### src/rtl/mmio_sched_pkg.sv
// Shared types and constants for the MMIO port scheduler.
package mmio_sched_pkg;

    localparam int unsigned PORT_EXPONENT_DEF = 2;
    localparam int unsigned PORT_COUNT        = 2 ** PORT_EXPONENT_DEF;
    localparam int unsigned STAT_W            = 16;
    localparam int unsigned STAT_VALID_BIT    = 15;
    localparam int unsigned STAT_SERVICE_BIT  = 14;
    localparam int unsigned PORT_IDX_MAX_W    = 7;

    typedef enum logic [1:0] {
        S_IDLE    = 2'd0,
        S_OFFER   = 2'd1,
        S_SERVICE = 2'd2,
        S_HOLDOFF = 2'd3
    } sched_state_t;

    // Assemble the CPU-visible status word; unused bits stay zero.
    function automatic logic [STAT_W-1:0] make_status(
        input logic                      valid,
        input logic                      service,
        input logic [PORT_IDX_MAX_W-1:0] port
    );
        logic [STAT_W-1:0] w;
        w                            = '0;
        w[STAT_VALID_BIT]            = valid;
        w[STAT_SERVICE_BIT]          = service;
        w[PORT_IDX_MAX_W-1:0]        = port;
        return w;
    endfunction

endpackage

### src/rtl/rr_priority_picker.sv
// Combinational find-first-set over 2**W request bits, searching upward from ptr with wrap.
module rr_priority_picker #(
    parameter int unsigned W = 2
) (
    input  logic [(2**W)-1:0] req,
    input  logic [W-1:0]      ptr,
    output logic              found,
    output logic [W-1:0]      index
);

    localparam int unsigned N = 2 ** W;

    logic [W-1:0] cand;

    // Scan from the far end so the candidate closest to ptr is written last.
    always_comb begin
        found = |req;
        index = ptr;
        cand  = '0;
        for (int i = N - 1; i >= 0; i--) begin
            cand = W'(ptr + W'(i));
            if (req[cand]) begin
                index = cand;
            end
        end
    end

endmodule

### src/rtl/mmio_port_scheduler.sv
// Round-robin service scheduler for peripheral ports with CPU claim/done handshake.
module mmio_port_scheduler
    import mmio_sched_pkg::*;
#(
    parameter int unsigned PORT_EXPONENT  = PORT_EXPONENT_DEF,
    parameter int unsigned TIMEOUT_CYCLES = 255,
    parameter int unsigned HOLDOFF_CYCLES = 2
) (
    input  logic                        clk,
    input  logic                        rst,
    input  logic [(2**PORT_EXPONENT)-1:0] port_req,
    input  logic                        claim,
    input  logic                        done,
    output logic                        grant_valid,
    output logic [PORT_EXPONENT-1:0]    grant_port,
    output logic [(2**PORT_EXPONENT)-1:0] grant_onehot,
    output logic [STAT_W-1:0]           status_word,
    output logic [(2**PORT_EXPONENT)-1:0] pending,
    output logic [7:0]                  timeout_count
);

    localparam int unsigned NPORT  = 2 ** PORT_EXPONENT;
    localparam int unsigned TMO_W  = 16;
    localparam int unsigned HOLD_W = 4;

    sched_state_t             state;
    logic [NPORT-1:0]         req_q;
    logic [NPORT-1:0]         rise;
    logic [NPORT-1:0]         pend_clr;
    logic [PORT_EXPONENT-1:0] rr_ptr;
    logic [TMO_W-1:0]         tmo_cnt;
    logic [HOLD_W-1:0]        hold_cnt;
    logic                     pick_found;
    logic [PORT_EXPONENT-1:0] pick_idx;

    assign rise = port_req & ~req_q;

    // Completion clears the serviced port's pending bit.
    always_comb begin
        pend_clr = '0;
        if (state == S_SERVICE && done) begin
            pend_clr[grant_port] = 1'b1;
        end
    end

    // A new rising edge wins over a same-cycle completion.
    always_ff @(posedge clk or posedge rst) begin
        if (rst) begin
            req_q   <= '0;
            pending <= '0;
        end else begin
            req_q   <= port_req;
            pending <= (pending & ~pend_clr) | rise;
        end
    end

    rr_priority_picker #(
        .W(PORT_EXPONENT)
    ) u_picker (
        .req  (pending),
        .ptr  (rr_ptr),
        .found(pick_found),
        .index(pick_idx)
    );

    always_ff @(posedge clk or posedge rst) begin
        if (rst) begin
            state         <= S_IDLE;
            grant_valid   <= 1'b0;
            grant_port    <= '0;
            grant_onehot  <= '0;
            status_word   <= '0;
            timeout_count <= '0;
            rr_ptr        <= '0;
            tmo_cnt       <= '0;
            hold_cnt      <= '0;
        end else begin
            case (state)
                S_IDLE: begin
                    tmo_cnt <= '0;
                    if (pick_found) begin
                        state        <= S_OFFER;
                        grant_valid  <= 1'b1;
                        grant_port   <= pick_idx;
                        grant_onehot <= NPORT'(1) << pick_idx;
                        status_word  <= make_status(1'b1, 1'b0, PORT_IDX_MAX_W'(pick_idx));
                    end
                end
                S_OFFER: begin
                    if (claim) begin
                        state       <= S_SERVICE;
                        status_word <= make_status(1'b1, 1'b1, PORT_IDX_MAX_W'(grant_port));
                    end else if (tmo_cnt == TMO_W'(TIMEOUT_CYCLES - 1)) begin
                        // Withdraw the offer; the request stays pending for a later pass.
                        state        <= S_IDLE;
                        grant_valid  <= 1'b0;
                        grant_port   <= '0;
                        grant_onehot <= '0;
                        status_word  <= '0;
                        rr_ptr       <= grant_port + PORT_EXPONENT'(1);
                        if (timeout_count != 8'hFF) begin
                            timeout_count <= timeout_count + 8'd1;
                        end
                    end else begin
                        tmo_cnt <= tmo_cnt + TMO_W'(1);
                    end
                end
                S_SERVICE: begin
                    if (done) begin
                        state        <= (HOLDOFF_CYCLES == 0) ? S_IDLE : S_HOLDOFF;
                        grant_valid  <= 1'b0;
                        grant_port   <= '0;
                        grant_onehot <= '0;
                        status_word  <= '0;
                        rr_ptr       <= grant_port + PORT_EXPONENT'(1);
                        hold_cnt     <= '0;
                    end
                end
                S_HOLDOFF: begin
                    if (hold_cnt == HOLD_W'(HOLDOFF_CYCLES - 1)) begin
                        state <= S_IDLE;
                    end else begin
                        hold_cnt <= hold_cnt + HOLD_W'(1);
                    end
                end
                default: state <= S_IDLE;
            endcase
        end
    end

endmodule

### config.mk
export PLATFORM = sky130hd
export DESIGN_NAME = mmio_port_scheduler
export DESIGN_NICKNAME = d
export VERILOG_FILES = /design/src/rtl/mmio_sched_pkg.sv /design/src/rtl/rr_priority_picker.sv /design/src/rtl/mmio_port_scheduler.sv
export SDC_FILE = /design/constraint.sdc
export NUM_CORES = 1
export LEC_CHECK = 0
export ABC_CLOCK_PERIOD_IN_PS = 2300
export CAP_MARGIN = 25
export CORE_MARGIN = 10
export CORE_UTILIZATION = 35
export DETAILED_ROUTE_END_ITERATION = 12
export PLACE_DENSITY = 0.59
export SLEW_MARGIN = 20
export SYNTH_ARGS = -nofsm -noshare
export SYNTH_HDL_FRONTEND = slang
export SYNTH_SLANG_ARGS = --single-unit
### constraint.sdc
create_clock -name clk -period 2.3 [get_ports clk]
set_input_delay 0.575 -clock clk [delete_from_list [all_inputs] [get_ports clk]]
set_output_delay 0.575 -clock clk [all_outputs]
set_load 0.05 [all_outputs]
Word-level counts from Yosys, hierarchy flattened. Cells that the tools add are included.

Order comparisons: 6. $add $sub $neg: 7. Bitwise operators: 6. Muxes and demuxes: 49. Reductions and logical operators: 15. Equal/unequal tests: 14. Shift operators: 1.

Operator list (number): 16-bit two-way mux (6); 16-bit one-hot mux with 3 select lines (1); 16-bit one-hot mux with 2 select lines (1); 2-bit two-way mux (15); 4-bit two-way mux (6); 16-bit by 1-bit adder with 16-bit output (second input constant) (1); 16-bit by 8-bit equality test with 1-bit output (second input constant) (1); 4-bit AND reduction (4); 2-bit by 3-bit less-than comparator with 1-bit output (second input constant) (5); 2-bit != test (second input constant) (7); 4-bit one-hot mux with 3 select lines (1); 1-bit two-way mux (9); 8-bit by 1-bit adder with 8-bit output (second input constant) (1); 4-bit AND (2); 1-bit binary-select mux with 2-bit select (4); 8-bit != test (second input constant) (1); 4-bit NOT (2); 2-bit one-hot mux with 4 select lines (1); 4-bit one-hot mux with 2 select lines (1); 2-bit one-hot mux with 3 select lines (1); 3-bit AND reduction (2); 2-bit nonzero test (3); 5-bit AND reduction (1); 2-bit by 1-bit adder with 2-bit output (second input constant) (2); 17 further kinds (20).

Flip-flop bits (word level): 63. Output and inout bits: 35. Logic and storage cells: 109. Input port bits: 8.

Logic depth before layout (Yosys ltp). Gate-level depths: netlist (run 1).

Depth after elaboration: 10. Gate-level depth with buffers: 8. Gate-level depth less buffers: 6.

Hierarchy. From an unflattened synthesis (run 1), not the netlist that was laid out.

Cells, all modules: 284. Area, all modules: 2902.8 um^2.

By module, submodules not included: mmio_port_scheduler (seq. area each 1276.2 um^2, cells an instance 268, area each 2802.7 um^2, instances 1); rr_priority_picker (seq. area each 0.0 um^2, cells an instance 16, area each 100.1 um^2, instances 1).

Worst setup path after synthesis (run 1). OpenSTA, ideal clock, no wires.

Path kind: register to register. From: register tmo_cnt[9]. To: register timeout_count[1]. Setup slack: -26 ps. Period minus slack after synthesis: 2326 ps. Data arrival time: 2198 ps. Stages on the path, launching flop included: 6. Cells stage by stage: dfrtp_1 -> or4b_4 -> or4_4 -> buf_6 -> nor3_2 -> mux2_1.

Longest elaborated chain between the ends: 2.

RTL lines: from (decl) (RTL line mmio_port_scheduler.sv:31) `logic [TMO_W-1:0] tmo_cnt;`; from (signal assigned) (RTL line mmio_port_scheduler.sv:105) `tmo_cnt <= tmo_cnt + TMO_W'(1);`; 16-bit by 8-bit equality test with 1-bit output (RTL line mmio_port_scheduler.sv:93) `end else if (tmo_cnt == TMO_W'(TIMEOUT_CYCLES - 1)) begin`; 4-bit AND reduction (no source line); to (signal assigned) (RTL line mmio_port_scheduler.sv:102) `timeout_count <= timeout_count + 8'd1;`; to (decl) (RTL line mmio_port_scheduler.sv:19) `output logic [7:0] timeout_count`.

Every way passes these cells. A chain may end at the register's enable or synchronous reset.

Worst setup path after layout (run 1).
From: register grant_port[1]. To: output port grant_port[1].

RTL lines: from (decl) (RTL line mmio_port_scheduler.sv:15) `output logic [PORT_EXPONENT-1:0] grant_port,`; from (signal assigned) (RTL line mmio_port_scheduler.sv:84) `grant_port <= pick_idx;`.

No word-level cell between the ends.

==> key figures, run 1 <==
Status
  • Status: finished clean

Clock network
  • Number of H-tree levels: 2
  • Num CTS Buffers: 5
  • CTS sink count: 51
  • CTS clock-pin slew for the worst setup and hold paths: 0.09 ns
  • Clock buffer depth: 2
  • CTS root buffer: clkbuf_8
  • CTS tree: built
  • Hold-fix buffers at CTS: 0
  • Skew-Pair Late Insertion Delay: 0.32 ns

STA
  • Slew @ Worst Pin: 0.5648 ns
  • Clock skew: roughly 0.0098 ns
  • Fmax: 451.8 MHz
  • Final setup viols: 0
  • Tmin final: 2.213 ns
  • Setup TNS: 0 ns
  • Slew Limit Fails: 0
  • Final hold violations: 0
  • Final Cycle Share: between 90 and 100%
  • Slew margin rel.: 62.00%
  • Hold Slack: 0.4172 ns

Die
  • Die Span X: 110.4 um
  • Die area: between 0.01 and 0.015 mm^2
  • Die height: between 100 and 150 um
  • Core box area: 0.007848 mm^2
  • Starting density of the core: 36.46%
  • IO Count: 43
  • # rows: 32

GRT
  • Largest net degree at the start of global routing: 52
  • GRT Resource Usage Total: around 11%
  • Antenna violations before repair: 0
  • Overflow after GRT: 0
  • First-pass GRT wire length: 11590 um
  • Number of global-route vias before repair: 2355

Worst setup path
  • Slowest cell on the critical path: clkdlybuf4s50_1
  • WS Path Type: register to output port
  • Crit path max-delay family: buffers and inverters
  • Arrival time of the worst setup path: 1.64 ns
  • Max incr delay on CP: 0.85 ns
  • WP data required: 1.73 ns
  • Crit start category: register
  • CP cell instances: clkdlybuf4s50_1
  • Crit end category: output port
  • WP buf/inv: 1
  • Crit Path Max Fanout: 6

Logic synthesis
  • Ranking of synthesized cells by area: dfrtp_1, ha_1, buf_4, o21ai_0, a21oi_1
  • Post-Synthesis Cell Area: about 0.0029 mm^2
  • Post-Syn Instances: 291
  • Synth Register Bits: between 50 and 60
  • Post-synth ARST share: 100.0%
  • Mean post-synth cell area: 9.833 um^2
  • Sequential fraction of the synthesis area: approximately 45%
  • Number of enable flip-flop cells after synthesis: 0
  • Yosys top cell area share: 44.60%
  • Synth area leader: dfrtp_1
  • Yosys cell types: 54
  • Synth warnings: 0
  • Synth Flop Type: dfrtp_1

Finish
  • Final instance area: 0.003597 mm^2
  • Layout cells sized above 1: 14.83%
  • Area grow syn2layout: 25.71%
  • Diodes inserted: 0
  • Finished Core Util: between 40% and 50%
  • Final nets: 364
  • Final non-filler cell total: ~450

Place
  • Buffers on Ports: 30
  • Detailed placer's ending HPWL: 4919 um
  • Gp weighted congestion: 0.8097
  • Dpl cell area: 0.003401 mm^2
  • Placed instance count: 437

Flow run
  • Max_cap viols: 0

Drt
  • DR WL/cell: 15.07 um
  • DR vias/cell: roughly 5.2
  • TritonRoute pass-1 iters: 4
  • DRC: 0
  • Post-route ant nets: 0
  • DRT Wirelength: around 6700 um
  • Via count: 2313
  • 1st-iter DRT viols: 100

Pwr
  • P_leak: 1.591 nW
  • VDD IR max: 0.6394 mV
  • Power Density: 1073 mW/mm^2

Worst hold path
  • Min-Delay Path Class: register to register
-- layout make-up --
| cell class | count | area (um^2) |
|---|---|---|
| Clock buffer | 5 | 68.82 |
| Clock inverter | 3 | 67.56 |
| Fill cell | 809 | 4250 |
| Inverter | 18 | 67.56 |
| Multi-Input combinational cell | 212 | 1476 |
| Sequential cell | 51 | 1277 |
| Tap cell | 102 | 127.6 |
| Timing Repair Buffer | 55 | 511.7 |
-- kinds of logic (layout without fill, tap and decap cells) --
family / after synthesis / in the layout / share of synthesized area (%)
AO/OA/AOI/OAI: 72 / 72 / 16.92
XOR/XNOR: 11 / 11 / 3.367
adder cells (fa/ha/maj): 13 / 13 / 5.684
buffers and inverters: 39 / 81 / 7.127
flip-flops: 51 / 51 / 44.60
multiplexers: 7 / 7 / 2.536
other: 1 / 12 / 0.1311
AND/OR/NAND/NOR: 97 / 97 / 19.63
-- through the flow --
stage | power, mW | setup slack, ns
floorplan | 2.513 | 0.01943
finish | 3.859 | 0.08659
CTS | 3.891 | 0.005512
detailed placement | 3.113 | -0.08597
global placement | 3.096 | 0.03880
global route | 4.153 | -0.001479
-- per-layer routing --
layer  global-route usage, %  share of wire [%]  up-vias  wire, um
met5                       0                  0        -         0
met4                   2.850                1.0        0        68
li1                        -                  -     1145         -
met1                   13.92                 47     1108      3141
met2                   16.86                 46       55      3076
met3                   4.538                6.5        5       435
-- placed cells by master, fill, tap and decap left out, types with 3 or more instances in the layout --
cell type	instances
clkdlybuf4s50_1	27
nand2b_1	4
inv_1	17
and3_1	4
o31ai_1	7
dfrtp_1	50
o21ai_0	18
conb_1	12
buf_4	23
a31oi_1	5
dlymetal6s2s_1	3
o211ai_1	4
nor3_1	3
xor2_1	7
ha_1	13
nor2b_1	7
nand4_1	7
clkbuf_8	5
or4_1	4
a21oi_1	14
nor2_1	13
nand3_1	14
nor4_1	4
mux2i_1	5
nand2_1	18
nor3_2	4
xnor2_1	4
-- synth_stat cells, types with 6 or more instances --
library cell and n:
a21oi_1 14, buf_4 13, clkbuf_1 6, dfrtp_1 51, ha_1 13, inv_1 18
nand2_1 18, nand3_1 14, nand4_1 7, nor2_1 13, nor2b_1 7, nor3_1 6
o21ai_0 18, o31ai_1 7, xor2_1 7
-- report_power, final --
part	total, mW	switching (mW)	internal [mW]
sequential	1.26	0.176	1.09
clock	0.757	0.323	0.434
combinational	1.84	1.14	0.703
total	3.86	1.64	2.22
-- flip-flops by register name, summed over array words and instances (netlist names), 4 cells and up, named ones only --
| signal | flops |
|---|---|
| tmo_cnt | 16 |
| grant_onehot | 4 |
| pending | 4 |
| timeout_count | 8 |
| req_q | 4 |
| status_word | 4 |
| hold_cnt | 4 |
-- worst paths after layout --
kind                                     from                to  slack (ns)  cells after the start
worst max-delay path            grant_port[1]     grant_port[1]        0.09                      1
worst min-delay path                 req_q[1]        pending[1]        0.42                      1
worst max register to register    tmo_cnt[13]  timeout_count[6]        0.09                      5
worst min register to register       req_q[1]        pending[1]        0.42                      1
max in group asynchronous                 rst     grant_port[1]        1.45                      3
min in group asynchronous                 rst  timeout_count[0]        0.61                      3
-- what timing repair did --
action | CTS | global route
setup endpoints to repair | 2 | 14
gates cloned | 0 | 0
resized for setup | 1 | 10
setup buffers | 0 | 1
pin swaps | 0 | 3
endpoints found under the hold margin | 0 | 0
Note: power is estimated with default switching activity, not from simulation.
==> run 2, diff against run 1 <==
--- a/config.mk
+++ b/config.mk
@@ -7,10 +7,12 @@
 export LEC_CHECK = 0
 export ABC_CLOCK_PERIOD_IN_PS = 2300
 export CAP_MARGIN = 25
+export CORE_ASPECT_RATIO = 0.8
 export CORE_MARGIN = 10
 export CORE_UTILIZATION = 35
 export DETAILED_ROUTE_END_ITERATION = 12
 export PLACE_DENSITY = 0.59
+export RECOVER_POWER = 25
 export SLEW_MARGIN = 20
 export SYNTH_ARGS = -nofsm -noshare
 export SYNTH_HDL_FRONTEND = slang
==> run 2 against run 1 <==
Effect of this change: combinational power is essentially flat; fmax shrank 2.7%; non-clock buffer count grew 1; via count grew 0.78%; largest cell class unchanged; count of clock-buffer cells in the layout grew 1; utilization shrank 1.1 points; die area grew 0.18%; hold slack gained 0.0059 ns; setup slack lost 0.060 ns; critical path depth grew 4.
==> key figures, run 2 (same netlist as run 1, synthesis figures left out) <==
GRT
  • Number of global-route vias before repair: approximately 2300
  • Largest net degree at the start of global routing: 52
  • GRT Resource Usage Total: 11.43%
  • First-pass GRT wire length: 11470 um
  • Overflow after GRT: 0
  • Antenna violations before repair: 0

Finish
  • Biggest regs: tmo_cnt (16), timeout_count (8)
  • Largest register FFs: 16
  • Final non-filler cell total: about 450
  • Area grow syn2layout: 24.27%
  • Finished Core Util: 44.75%
  • Layout cells sized above 1: 13.62%
  • Final nets: 365
  • Final instance area: 0.003556 mm^2
  • Commonest non-fill, non-tap cell in the layout: dfrtp_1
  • Most frequent cells in the layout: dfrtp_1, buf_4, clkdlybuf4s50_1
  • Top reg by flops: tmo_cnt
  • Diodes inserted: 0

Pwr
  • Power Density: 1024 mW/mm^2
  • P_leak: 1.569 nW
  • Gate power share: 51.1%
  • Sw Share: between 40% and 50%
  • Power Internal: 1.998 mW
  • Clock power share: 14.1%
  • VDD IR max: 0.7242 mV
  • Switch Pwr: approximately 1.6 mW
  • Part of the power in registers: a little over a third

Worst setup path
  • Crit end category: register
  • R2R depth: 5
  • Crit Path Max Fanout: 6
  • WP data required: 2.53 ns
  • Critical R2R Capture: timeout_count[2]
  • WS Path Type: register to register
  • Crit start category: register
  • Arrival time of the worst setup path: 2.51 ns
  • RR Startpoint: tmo_cnt[13]
  • Worst R2R Setup Slack: between 0.02 and 0.03 ns

Die
  • Core box area: 0.007946 mm^2
  • Die height: 100.9 um
  • Starting density of the core: 36.01%
  • IO Count: 43
  • Die Span X: 121.1 um
  • # rows: 29
  • Die area: 0.01222 mm^2

Place
  • Detailed placer's ending HPWL: 5029 um
  • Dpl cell area: 0.003401 mm^2
  • Gp weighted congestion: 0.8092
  • Placed instance count: 442
  • Buffers on Ports: 30

Clock network
  • CTS root buffer: clkbuf_8
  • CTS clock-pin slew for the worst setup and hold paths: about 0.09 ns
  • Hold-fix buffers at CTS: 0
  • CTS tree: built
  • CTS sink count: 51
  • Num CTS Buffers: 5
  • Skew-Pair Late Insertion Delay: ~0.30 ns
  • Number of H-tree levels: 2
  • Clock buffer depth: 2

STA
  • Final hold violations: 0
  • Slew margin rel.: between 10% and 20%
  • Slew @ Worst Pin: 1.280 ns
  • Fmax: 439.8 MHz
  • Tmin final: ~2.3 ns
  • Clock skew: 0.007422 ns
  • Slew Limit Fails: 0
  • Final setup viols: 0
  • Final Cycle Share: 98.86%

Worst hold path
  • Worst Hold Depth: 1
  • Min-Delay Path Class: register to register
  • Hold Path Sink: pending[0]
  • Hold Crit Start: req_q[0]

Drt
  • DR WL/cell: around 15 um
  • DR vias/cell: 5.146
  • TritonRoute pass-1 iters: 4
  • DRT Wirelength: 6759 um
  • DRC: 0
  • Post-route ant nets: 0
  • 1st-iter DRT viols: 154
  • Via count: around 2300

Flow run
  • Max_cap viols: 0

Status
  • Status: finished clean
## run 2: cell types whose count changed in the layout (fill, tap and decap cells not counted), sizes merged
cell,change
clkdlybuf4s50,-5
dlygate4sd3,+5
bufinv,-2
clkbuf,+2
clkinv,+2
inv,-1
## run 2: how the worst max path moves through the flow
stage | start | end | slack, ns | cells after the start
floorplan | tmo_cnt[9] | timeout_count[1] | 0.02 | 5
global placement | claim | grant_onehot[2] | 0.002 | 5
detailed placement | claim | grant_onehot[0] | -0.1 | 5
CTS | tmo_cnt[8] | timeout_count[1] | 0.00008 | 4
global route | tmo_cnt[12] | timeout_count[2] | -0.02 | 5
finish | tmo_cnt[13] | timeout_count[2] | 0.03 | 5
## run 2: power groups by stage
stage	registers (mW)	logic (mW)	clock network (mW)
6_report	1.26	1.86	0.515
3_5_place_dp	1.28	1.84	0
3_3_place_gp	1.28	1.83	0
2_1_floorplan	1.57	0.942	0
4_1_cts	1.27	1.86	0.539
5_1_grt	1.30	2.04	0.575
## run 2: layer usage
layer / vias to the layer above / routed length [um] / track usage, %
met3: 4 / 356 / 2.744
met5: - / 0 / 0
met1: 1134 / 3408 / 16.59
met4: 0 / 57 / 2.870
met2: 45 / 2937 / 16.46
li1: 1148 / - / -
## run 2: final cells by class
type,instances,area [um^2]
Timing Repair Buffer,56,508.0
Inverter,18,67.56
Tap cell,108,135.1
Clock inverter,2,12.51
Fill cell,772,4390
Clock buffer,6,72.57
Multi-Input combinational cell,212,1484
Sequential cell,51,1276
## run 2: what timing repair did
item                       CTS  global route
buffers inserted             0             3
pin swaps                    0             5
setup endpoints to repair    1            10
resized for setup            1            10
## run 2: per-stage QoR
stage,hold WS [ns],setup TNS (ns),power [mW],setup slack [ns]
after floorplan,0.3996,0,2.513,0.01943
after global placement,0.4023,0,3.109,0.002412
after detailed placement,0.4220,-0.1737,3.121,-0.09756
after CTS,0.4259,0,3.664,0.00007949
after global routing,0.4582,-0.01855,3.922,-0.01855
final,0.4231,0,3.640,0.02621
## run 2: critical path, cell delays in order (launching register included)
cell and delay, ns:
dfrtp_1 0.40, or4_4 0.57, or4_4 0.63, buf_6 0.16, nor4b_4 0.29, xnor2_1 0.15
